<file path="config.mk">
export PLATFORM = sky130hd
export DESIGN_NAME = cmd_sequencer
export DESIGN_NICKNAME = d
export VERILOG_FILES = /design/src/rtl/cmd_pkg.sv /design/src/rtl/cmd_regfile.sv /design/src/rtl/cmd_sequencer.sv
export SDC_FILE = /design/constraint.sdc
export NUM_CORES = 1
export LEC_CHECK = 0
export ABC_AREA = 1
export BUFFER_PORTS_ARGS = -buffer_cell sky130_fd_sc_hd__buf_2
export CORE_UTILIZATION = 45
export CTS_CLUSTER_SIZE = 25
export DETAILED_ROUTE_END_ITERATION = 8
export HOLD_SLACK_MARGIN = 0.12
export PLACE_DENSITY = 0.64
export SYNTH_ARGS = -nofsm -noshare
export SYNTH_HDL_FRONTEND = slang
export SYNTH_SLANG_ARGS = --single-unit
</file>
<file path="constraint.sdc">
create_clock -name clk -period 2.83 [get_ports clk]
set_input_delay 0.283 -clock clk [delete_from_list [all_inputs] [get_ports clk]]
set_output_delay 0.283 -clock clk [all_outputs]
set_load 0.01 [all_outputs]
</file>
<file path="src/rtl/cmd_pkg.sv">
// Shared definitions for the command sequencer.
// Opcodes, FSM states and default widths.
package cmd_pkg;

   localparam int DATA_W_DEF = 8;
   localparam int ADDR_W_DEF = 3;

   typedef enum logic [1:0] {
      OP_ADD  = 2'b00,
      OP_SUB  = 2'b01,
      OP_MOVI = 2'b10,
      OP_READ = 2'b11
   } opcode_t;

   typedef enum logic [2:0] {
      ST_IDLE  = 3'd0,
      ST_EXEC  = 3'd1,
      ST_SEND  = 3'd2,
      ST_GUARD = 3'd3,
      ST_DRAIN = 3'd4
   } state_t;

endpackage

</file>
<file path="src/rtl/cmd_regfile.sv">
// Register file: two async read ports, one sync write port,
// asynchronous active-low clear.
module cmd_regfile
   import cmd_pkg::*;
#(
   parameter int DATA_W = DATA_W_DEF,
   parameter int ADDR_W = ADDR_W_DEF
) (
   input  logic              clk,
   input  logic              rst_n,
   input  logic              we,
   input  logic [ADDR_W-1:0] waddr,
   input  logic [DATA_W-1:0] wdata,
   input  logic [ADDR_W-1:0] raddr1,
   output logic [DATA_W-1:0] rdata1,
   input  logic [ADDR_W-1:0] raddr2,
   output logic [DATA_W-1:0] rdata2
);

   localparam int N = 2**ADDR_W;

   logic [DATA_W-1:0] mem_q [N];
   logic [DATA_W-1:0] mem_d [N];

   // Next register contents: apply the single write.
   always_comb begin
      mem_d = mem_q;
      if (we) mem_d[waddr] = wdata;
   end

   // Register storage with asynchronous clear.
   always_ff @(posedge clk or negedge rst_n) begin
      if (!rst_n) begin
         for (int i = 0; i < N; i++) mem_q[i] <= '0;
      end else begin
         mem_q <= mem_d;
      end
   end

   assign rdata1 = mem_q[raddr1];
   assign rdata2 = mem_q[raddr2];

endmodule

</file>
<file path="src/rtl/cmd_sequencer.sv">
// Command sequencer: executes decoded register commands
// and hands the response byte to a UART transmitter.
module cmd_sequencer
   import cmd_pkg::*;
#(
   parameter int DATA_W = DATA_W_DEF,
   parameter int ADDR_W = ADDR_W_DEF
) (
   input  logic              clk,
   input  logic              reset,
   input  logic              cmd_valid,
   input  logic [1:0]        opcode,
   input  logic [ADDR_W-1:0] operand1,
   input  logic [ADDR_W-1:0] operand2,
   output logic              cmd_ack,
   input  logic              tx_busy,
   output logic              tx_start,
   output logic [DATA_W-1:0] tx_data,
   output logic              busy,
   output logic              flag_c,
   output logic [7:0]        cmd_count
);

   state_t            state_q, state_d;
   opcode_t           op_q, op_d;
   logic [ADDR_W-1:0] a1_q, a1_d;
   logic [ADDR_W-1:0] a2_q, a2_d;
   logic [DATA_W-1:0] result_q, result_d;
   logic [DATA_W-1:0] tx_data_q, tx_data_d;
   logic              flag_q, flag_d;
   logic [7:0]        count_q, count_d;

   logic              we;
   logic [DATA_W-1:0] rd1, rd2;
   logic [DATA_W-1:0] exec_val;
   logic [DATA_W:0]   sum_w;
   logic [DATA_W-1:0] imm;

   cmd_regfile #(
      .DATA_W (DATA_W),
      .ADDR_W (ADDR_W)
   ) u_regfile (
      .clk    (clk),
      .rst_n  (reset),
      .we     (we),
      .waddr  (a1_q),
      .wdata  (exec_val),
      .raddr1 (a1_q),
      .rdata1 (rd1),
      .raddr2 (a2_q),
      .rdata2 (rd2)
   );

   assign sum_w = {1'b0, rd1} + {1'b0, rd2};
   assign imm   = {{(DATA_W-ADDR_W){1'b0}}, a2_q};

   // Value written back and reported for the latched command.
   always_comb begin
      exec_val = rd1;
      unique case (op_q)
         OP_ADD:  exec_val = sum_w[DATA_W-1:0];
         OP_SUB:  exec_val = rd1 - rd2;
         OP_MOVI: exec_val = imm;
         OP_READ: exec_val = rd1;
      endcase
   end

   // Next-state, datapath updates and FSM outputs.
   always_comb begin
      state_d   = state_q;
      op_d      = op_q;
      a1_d      = a1_q;
      a2_d      = a2_q;
      result_d  = result_q;
      tx_data_d = tx_data_q;
      flag_d    = flag_q;
      count_d   = count_q;
      we        = 1'b0;
      cmd_ack   = 1'b0;
      tx_start  = 1'b0;
      busy      = 1'b1;
      unique case (state_q)
         ST_IDLE: begin
            busy = 1'b0;
            if (cmd_valid) begin
               op_d    = opcode_t'(opcode);
               a1_d    = operand1;
               a2_d    = operand2;
               state_d = ST_EXEC;
            end
         end
         ST_EXEC: begin
            cmd_ack  = 1'b1;
            result_d = exec_val;
            we       = (op_q != OP_READ);
            if (op_q == OP_ADD) flag_d = sum_w[DATA_W];
            if (op_q == OP_SUB) flag_d = (rd1 < rd2);
            state_d  = ST_SEND;
         end
         ST_SEND: begin
            if (!tx_busy) begin
               tx_data_d = result_q;
               state_d   = ST_GUARD;
            end
         end
         ST_GUARD: begin
            tx_start = 1'b1;
            state_d  = ST_DRAIN;
         end
         ST_DRAIN: begin
            if (!tx_busy) begin
               count_d = count_q + 8'd1;
               state_d = ST_IDLE;
            end
         end
         default: state_d = ST_IDLE;
      endcase
   end

   // State and datapath registers, cleared asynchronously.
   always_ff @(posedge clk or negedge reset) begin
      if (!reset) begin
         state_q   <= ST_IDLE;
         op_q      <= OP_ADD;
         a1_q      <= '0;
         a2_q      <= '0;
         result_q  <= '0;
         tx_data_q <= '0;
         flag_q    <= 1'b0;
         count_q   <= '0;
      end else begin
         state_q   <= state_d;
         op_q      <= op_d;
         a1_q      <= a1_d;
         a2_q      <= a2_d;
         result_q  <= result_d;
         tx_data_q <= tx_data_d;
         flag_q    <= flag_d;
         count_q   <= count_d;
      end
   end

   assign tx_data   = tx_data_q;
   assign flag_c    = flag_q;
   assign cmd_count = count_q;

endmodule

</file>
==> flow_metrics.env, run 1 <==
export IMPL_status="finished clean"
export IMPL_htreeDepth=3
export IMPL_dr_pass1_iters=5
export IMPL_clock_sinks=100
export IMPL_post_route_period_util_pct=97.3
export IMPL_initial_core_util_pct=46.1
export IMPL_p_per_area_nw_per_um2=1490
export IMPL_yosys_warnings=0
export IMPL_hold_path_class="in -> reg"
export IMPL_use_met1_pct=38.8
export IMPL_tns_ns=0
export IMPL_yosys_area_top_type_share_pct=40.8
export IMPL_dpl_hpwl_um=13000
export IMPL_syn_area_um2=6130
export IMPL_placed_cells=1123
export IMPL_cp_start_kind="register"
export IMPL_row_count=42
export IMPL_worst_ep_arrival_time_ns=3.00
export IMPL_grt_usage_pct=27.3
export IMPL_crit_path_max_incr_delay_ns=0.51
export IMPL_crit_required_ns=3.08
export IMPL_antenna_left=0
export IMPL_avgViaCountPerCell=5.16
export IMPL_setup_viol_count_final=0
export IMPL_routabilityCongestion=0.898
export IMPL_async_flop_share_pct=100
export IMPL_core_area_um2=13300
export IMPL_worstPathCellList="inv_2 -> buf_6 -> a21oi_1 -> o21ai_1 -> nand2_1 -> nor2_2 -> a31oi_2 -> buf_4 -> ha_4 -> fa_2 -> nor2_1 -> a211oi_2 -> nand2_1 -> nand3_1 -> o21ai_0"
export IMPL_overflow=0
export IMPL_cts_clk_slew_worst_paths_ns=0.08
export IMPL_critical_path_class="reg -> reg"
export IMPL_yosysSeqAreaShare_pct=40.8
export IMPL_p_leak_nw=3.97
export IMPL_num_vias=5888
export IMPL_syn2layout_area_growth_pct=21.0
export IMPL_final_cells=1141
export IMPL_max_slew_margin_rel_pct=55.3
export IMPL_p_total_mw=11.0
export IMPL_grtUsageMet2_pct=41.8
export IMPL_skew_ns=0.0111
export IMPL_worst_ir_drop_vdd_mv=0.557
export IMPL_diodes=0
export IMPL_period_minus_slack_ns=2.75
export IMPL_wl_per_cell_um=15.7
export IMPL_dp_slack_ns=-0.111
export IMPL_cts_tree="done"
export IMPL_drv_cap=0
export IMPL_met3_usage_pct=4.83
export IMPL_die_x_um=119
export IMPL_portBuffers=31
export IMPL_ys_top_cells_by_area="dfrtp_1 41%, nand2_1 24%, o21ai_0 6.9%, inv_1 4.8%, ha_1 3.5%"
export IMPL_worst_path_buf_inv=3
export IMPL_synth_edf_count=0
export IMPL_cts_root_buf="clkbuf_16"
export IMPL_netlist_instances=888
export IMPL_yosysTopAreaCell="dfrtp_1"
export IMPL_top_usage_layer="met2"
export IMPL_cts_root_to_sink_buffers=2
export IMPL_final_nets=991
export IMPL_crit_family="adder cells"
export IMPL_insertion_delay_ns=0.37
export IMPL_yosysMostFrequentCell="nand2_1"
export IMPL_avgSynthCellArea_um2=6.91
export IMPL_critPathMaxFanout=8
export IMPL_report_final_hold_viol_count=0
export IMPL_cp_slowest_cell="fa_2"
export IMPL_finalWorstSetupSlack_ns=0.0762
export IMPL_die_area_um2=14100
export IMPL_ys_seq_elements=100
export IMPL_first_iter_violations=492
export IMPL_grt_max_degree=54
export IMPL_grt_pass1_wl_um=29600
export IMPL_tightest_slew_ns=0.671
export IMPL_die_y_um=119
export IMPL_drv_slew=0
export IMPL_antenna_found_initial=0
export IMPL_drive_gt1_share_pct=17.9
export IMPL_synthDistinctLibCells=35
export IMPL_io_pins=32
export IMPL_drcViolationCount=0
export IMPL_totalWireLength_um=18000
export IMPL_ys_flop_type="dfrtp_1"
export IMPL_endpoint_kind="register"
export IMPL_cts_inserted_buffers=9
export IMPL_rsz0062_at_grt="true"
export IMPL_grt_pass1_vias=5569
export IMPL_syn_nets=919
export IMPL_crit_top_cell="nand2_1"
export IMPL_ys_top_cells_by_count="387 x nand2_1, 100 x dfrtp_1, 84 x o21ai_0"
export IMPL_max_clock_freq_ghz=0.363
[per-layer routing]
metal	vias to the layer above	part of all wire (%)
li1	2930	-
met1	2700	46
met2	223	45
met3	35	6.2
met4	0	2.6
met5	-	0
[power by group]
part | internal (mW) | leakage, nW | total, mW | switching [mW]
clock | 0.637 | 0.152 | 1.29 | 0.653
sequential | 1.96 | 1.32 | 2.35 | 0.397
combinational | 3.06 | 2.50 | 7.39 | 4.33
total | 5.65 | 3.97 | 11.0 | 5.38
[registers in the layout, indices dropped and copies added (netlist names)]
register	count
op_q	2
result_q	8
a1_q	3
state_q	3
u_regfile.mem_q	64
flag_c	1
tx_data	8
a2_q	3
cmd_count	8
[path summary, 6_finish.rpt]
check | from | endpoint | slack [ns] | depth (start not counted)
setup / recovery | a2_q[0] | u_regfile.mem_q[25] | 0.08 | 15
hold / removal | tx_busy | state_q[0] | 0.14 | 2
setup reg to reg | a2_q[0] | u_regfile.mem_q[25] | 0.08 | 15
hold reg to reg | cmd_count[7] | cmd_count[7] | 0.47 | 1
max in group asynchronous | reset | a1_q[0] | 1.61 | 3
min in group asynchronous | reset | cmd_count[0] | 0.48 | 2
[logic make-up (layout without fill, tap and decap cells)]
logic type               after synthesis  after routing  synth area share [%]
adder cells (fa/ha/maj)               19             19                  4.12
buffers and inverters                123            199                  8.50
AO/OA/AOI/OAI                        139            139                  11.6
AND/OR/NAND/NOR                      493            494                  32.8
XOR/XNOR                               9              9                  1.28
multiplexers                           5              5                 0.918
flip-flops                           100            100                  40.8
[cells in the final DEF, fill, tap and decap left out, types with 2 or more instances in the layout]
master     synthesis  routed
nor2_2             1       3
buf_6              4       2
clkinv_2           2       2
clkbuf_16          0       9
a21oi_2            0       2
mux2_2             5       5
o21ai_0           84      64
dfrtp_1          100      99
nor3_1             9       9
clkinv_8           0       3
nand4_1            4       4
buf_12             0      12
inv_8              0       2
buf_4              3      48
buf_2             13      30
xnor2_1            4       4
nand3_2            5       8
nand2_1          387     384
inv_2              7      12
ha_1              17      10
nand3_1           35      32
ha_4               0       6
inv_1             79      74
o21ai_1            8      23
a31oi_1            3       2
a21oi_1           40      38
nand2_2            9      13
clkinv_1           2       2
o21ai_2            0       5
xor2_1             5       5
nor2_1            39      37
fa_2               0       2
[what timing repair did]
action / CTS / global route
gates cloned: 0 / 1
gates resized for setup: 2 / 59
pin swaps: 0 / 4
endpoints found under the setup margin: 9 / 64
hold endpoints to repair: 47 / 0
hold buffers: 1 / 0
buffers inserted: 0 / 0
[area by class of cell]
| cell class | count | area [µm²] |
|---|---|---|
| Tap cell | 176 | 220 |
| Inverter | 90 | 340 |
| Fill cell | 1273 | 5870 |
| Sequential cell | 100 | 2500 |
| Timing Repair Buffer | 93 | 783 |
| Clock buffer | 9 | 225 |
| Multi-Input combinational cell | 666 | 3260 |
| Clock inverter | 7 | 88.8 |
[per-stage QoR]
stage	cell area, µm²	hold slack [ns]	utilization, %
floorplan	6130	-0.0126	-
detailed placement	6940	0.351	52.2
global placement	6940	0.354	52.2
CTS	7260	0.136	54.6
finish	7430	0.139	55.9
global route	7430	0.143	55.9
Note: power is estimated with default switching activity, not from simulation.
==> run 2, diff against run 1 <==
- CELL_PAD_IN_SITES_DETAIL_PLACEMENT: not set -> 1
- CELL_PAD_IN_SITES_GLOBAL_PLACEMENT: not set -> 1
- MAX_ROUTING_LAYER: not set -> met4
- PLACE_DENSITY: 0.64 -> 0.82
- SLEW_MARGIN: not set -> 5
==> run 2 against run 1 <==
- the run now ends with negative setup slack left
- die area stayed put
- clock skew is 0.0025 ns lower
- sequential cell count stayed put
- first-iteration DRC count fell by 2.2%
- cell area rose by 5.7%
- clock-buffer cell count stayed put
- global-route usage grew 5.3 points
- fmax down 5.3%
- register-to-register slack worse by 0.15 ns
- sequential share of layout area fell by 1.8 points
- worst setup slack worse by 0.15 ns
- critical endpoint is now u_regfile.mem_q[26]
- highest routed layer unchanged
==> flow_metrics.env, run 2 (synthesis gave the netlist of run 1 again) <==
export IMPL_status="finished with violations"
export IMPL_violations="negative setup slack"
export IMPL_period_minus_slack_ns=2.91
export IMPL_tns_ns=-1.05
export IMPL_max_slew_margin_rel_pct=43.5
export IMPL_htreeDepth=3
export IMPL_layout_cells_most_common="nand2_1"
export IMPL_final_nets=1002
export IMPL_cts_root_buf="clkbuf_16"
export IMPL_crit_path_max_incr_delay_ns=0.49
export IMPL_finalWorstSetupSlack_ns=-0.0767
export IMPL_io_pins=32
export IMPL_cts_inserted_buffers=9
export IMPL_drv_slew=0
export IMPL_dr_pass1_iters=5
export IMPL_drv_cap=0
export IMPL_clock_sinks=100
export IMPL_cp_start_kind="register"
export IMPL_crit_top_cell="nand2_1"
export IMPL_final_cells=1152
export IMPL_row_count=42
export IMPL_largest_reg_flops=64
export IMPL_fillCellCount=1656
export IMPL_cts_root_to_sink_buffers=2
export IMPL_cts_tree="done"
export IMPL_crit_required_ns=3.08
export IMPL_tightest_slew_ns=0.845
export IMPL_grt_usage_pct=32.6
export IMPL_die_x_um=119
export IMPL_dpl_hpwl_um=14800
export IMPL_worstPathCellList="clkbuf_16 -> o21ai_1 -> nand2_1 -> nand2_1 -> nand2_1 -> nand2_2 -> inv_1 -> ha_1 -> fa_1 -> inv_2 -> a21oi_1 -> o21ai_0 -> nand2_1 -> inv_1 -> nand3b_4 -> nand2_1 -> nand2_1"
export IMPL_num_vias=6620
export IMPL_initial_core_util_pct=46.1
export IMPL_avgViaCountPerCell=5.75
export IMPL_largest_register="u_regfile.mem_q"
export IMPL_crit_family="simple AND/OR/NAND/NOR gates"
export IMPL_layout_common_cells="347 x nand2_1, 97 x dfrtp_1, 68 x inv_1, 65 x o21ai_0, 53 x buf_4"
export IMPL_overflow=0
export IMPL_die_y_um=119
export IMPL_first_iter_violations=481
export IMPL_die_area_um2=14100
export IMPL_skew_ns=0.00859
export IMPL_grt_pass1_wl_um=34100
export IMPL_routabilityCongestion=0.913
export IMPL_cts_clk_slew_worst_paths_ns=0.08
export IMPL_max_clock_freq_ghz=0.344
export IMPL_core_area_um2=13300
export IMPL_setup_viol_count_final=38
export IMPL_grt_pass1_vias=6476
export IMPL_placed_cells=1116
export IMPL_portBuffers=31
export IMPL_critPathMaxFanout=12
export IMPL_diodes=0
export IMPL_drcViolationCount=0
export IMPL_totalWireLength_um=24600
export IMPL_syn2layout_area_growth_pct=28.0
export IMPL_hold_path_class="in -> reg"
export IMPL_post_route_period_util_pct=103
export IMPL_antenna_found_initial=0
export IMPL_rsz0062_at_grt="true"
export IMPL_insertion_delay_ns=0.36
export IMPL_report_final_hold_viol_count=0
export IMPL_cp_slowest_cell="dfrtp_2"
export IMPL_endpoint_kind="register"
export IMPL_drive_gt1_share_pct=24.8
export IMPL_wl_per_cell_um=21.4
export IMPL_worst_path_buf_inv=4
export IMPL_antenna_left=0
export IMPL_worst_ep_arrival_time_ns=3.15
export IMPL_critical_path_class="reg -> reg"
export IMPL_grt_max_degree=101
run 2: cell count changes in the layout (fill, tap and decap cells not counted), moves of 6 or more:
cell,previous run,this run
nand2_2,13,43
nand2_1,384,347
inv_1,74,68
a21oi_1,38,31
nand3_1,32,26
nand2_4,0,6
a21oi_2,2,8
run 2: final cells by class:
cell class / instances / area [µm²] / share of cell area, %
clock buffer: 9 / 225 / 2.87
timing repair buffer: 105 / 963 / 12.3
sequential: 100 / 2510 / 31.9
tap: 176 / 220 / 2.80
inverter: 90 / 343 / 4.37
clock inverter: 7 / 103 / 1.31
multi-input combinational: 665 / 3490 / 44.5
run 2: stage by stage:
stage,worst slack [ns],util (%),hold slack (ns),cell area (µm²)
6_report,-0.0767,59.1,0.150,7850
4_1_cts,0.00103,54.7,0.148,7270
3_3_place_gp,-0.0858,51.7,0.394,6870
5_1_grt,-0.238,59.1,0.161,7850
2_1_floorplan,0.226,-,-0.0126,6130
3_5_place_dp,-0.181,51.7,0.406,6870
run 2: path summary, 6_finish.rpt:
kind | depth (start not counted) | endpoint | slack [ns] | start
worst max-delay path | 17 | u_regfile.mem_q[26] | -0.08 | a1_q[0]
worst min-delay path | 2 | state_q[0] | 0.15 | tx_busy
min in group asynchronous | 3 | a2_q[2] | 0.49 | reset
max in group asynchronous | 3 | a1_q[0] | 1.82 | reset
worst max register to register | 17 | u_regfile.mem_q[26] | -0.08 | a1_q[0]
worst min register to register | 1 | cmd_count[7] | 0.48 | cmd_count[7]
run 2: metal layers:
layer  wire (µm)  share of wire [%]  up-vias  global-route usage [%]
li1            -                  -     2958                       -
met1        9480                 38     3259                    39.6
met2       12300                 50      305                    54.2
met3        1600                6.5       98                    5.16
met4        1250                5.1        0                    13.2
met5           0                  0        -                       -
run 2: repair_timing:
item | in CTS | in global routing
cloned | 0 | 5
pin swaps | 3 | 37
gates resized for setup | 24 | 113
buffers inserted | 0 | 15
setup endpoints to repair | 58 | 64
hold buffers | 1 | 0
endpoints found under the hold margin | 100 | 0
Power of run 2 is left out: the tool's default activity adds up to more than one toggle a clock period on the data nets, which glitch-free logic cannot reach.
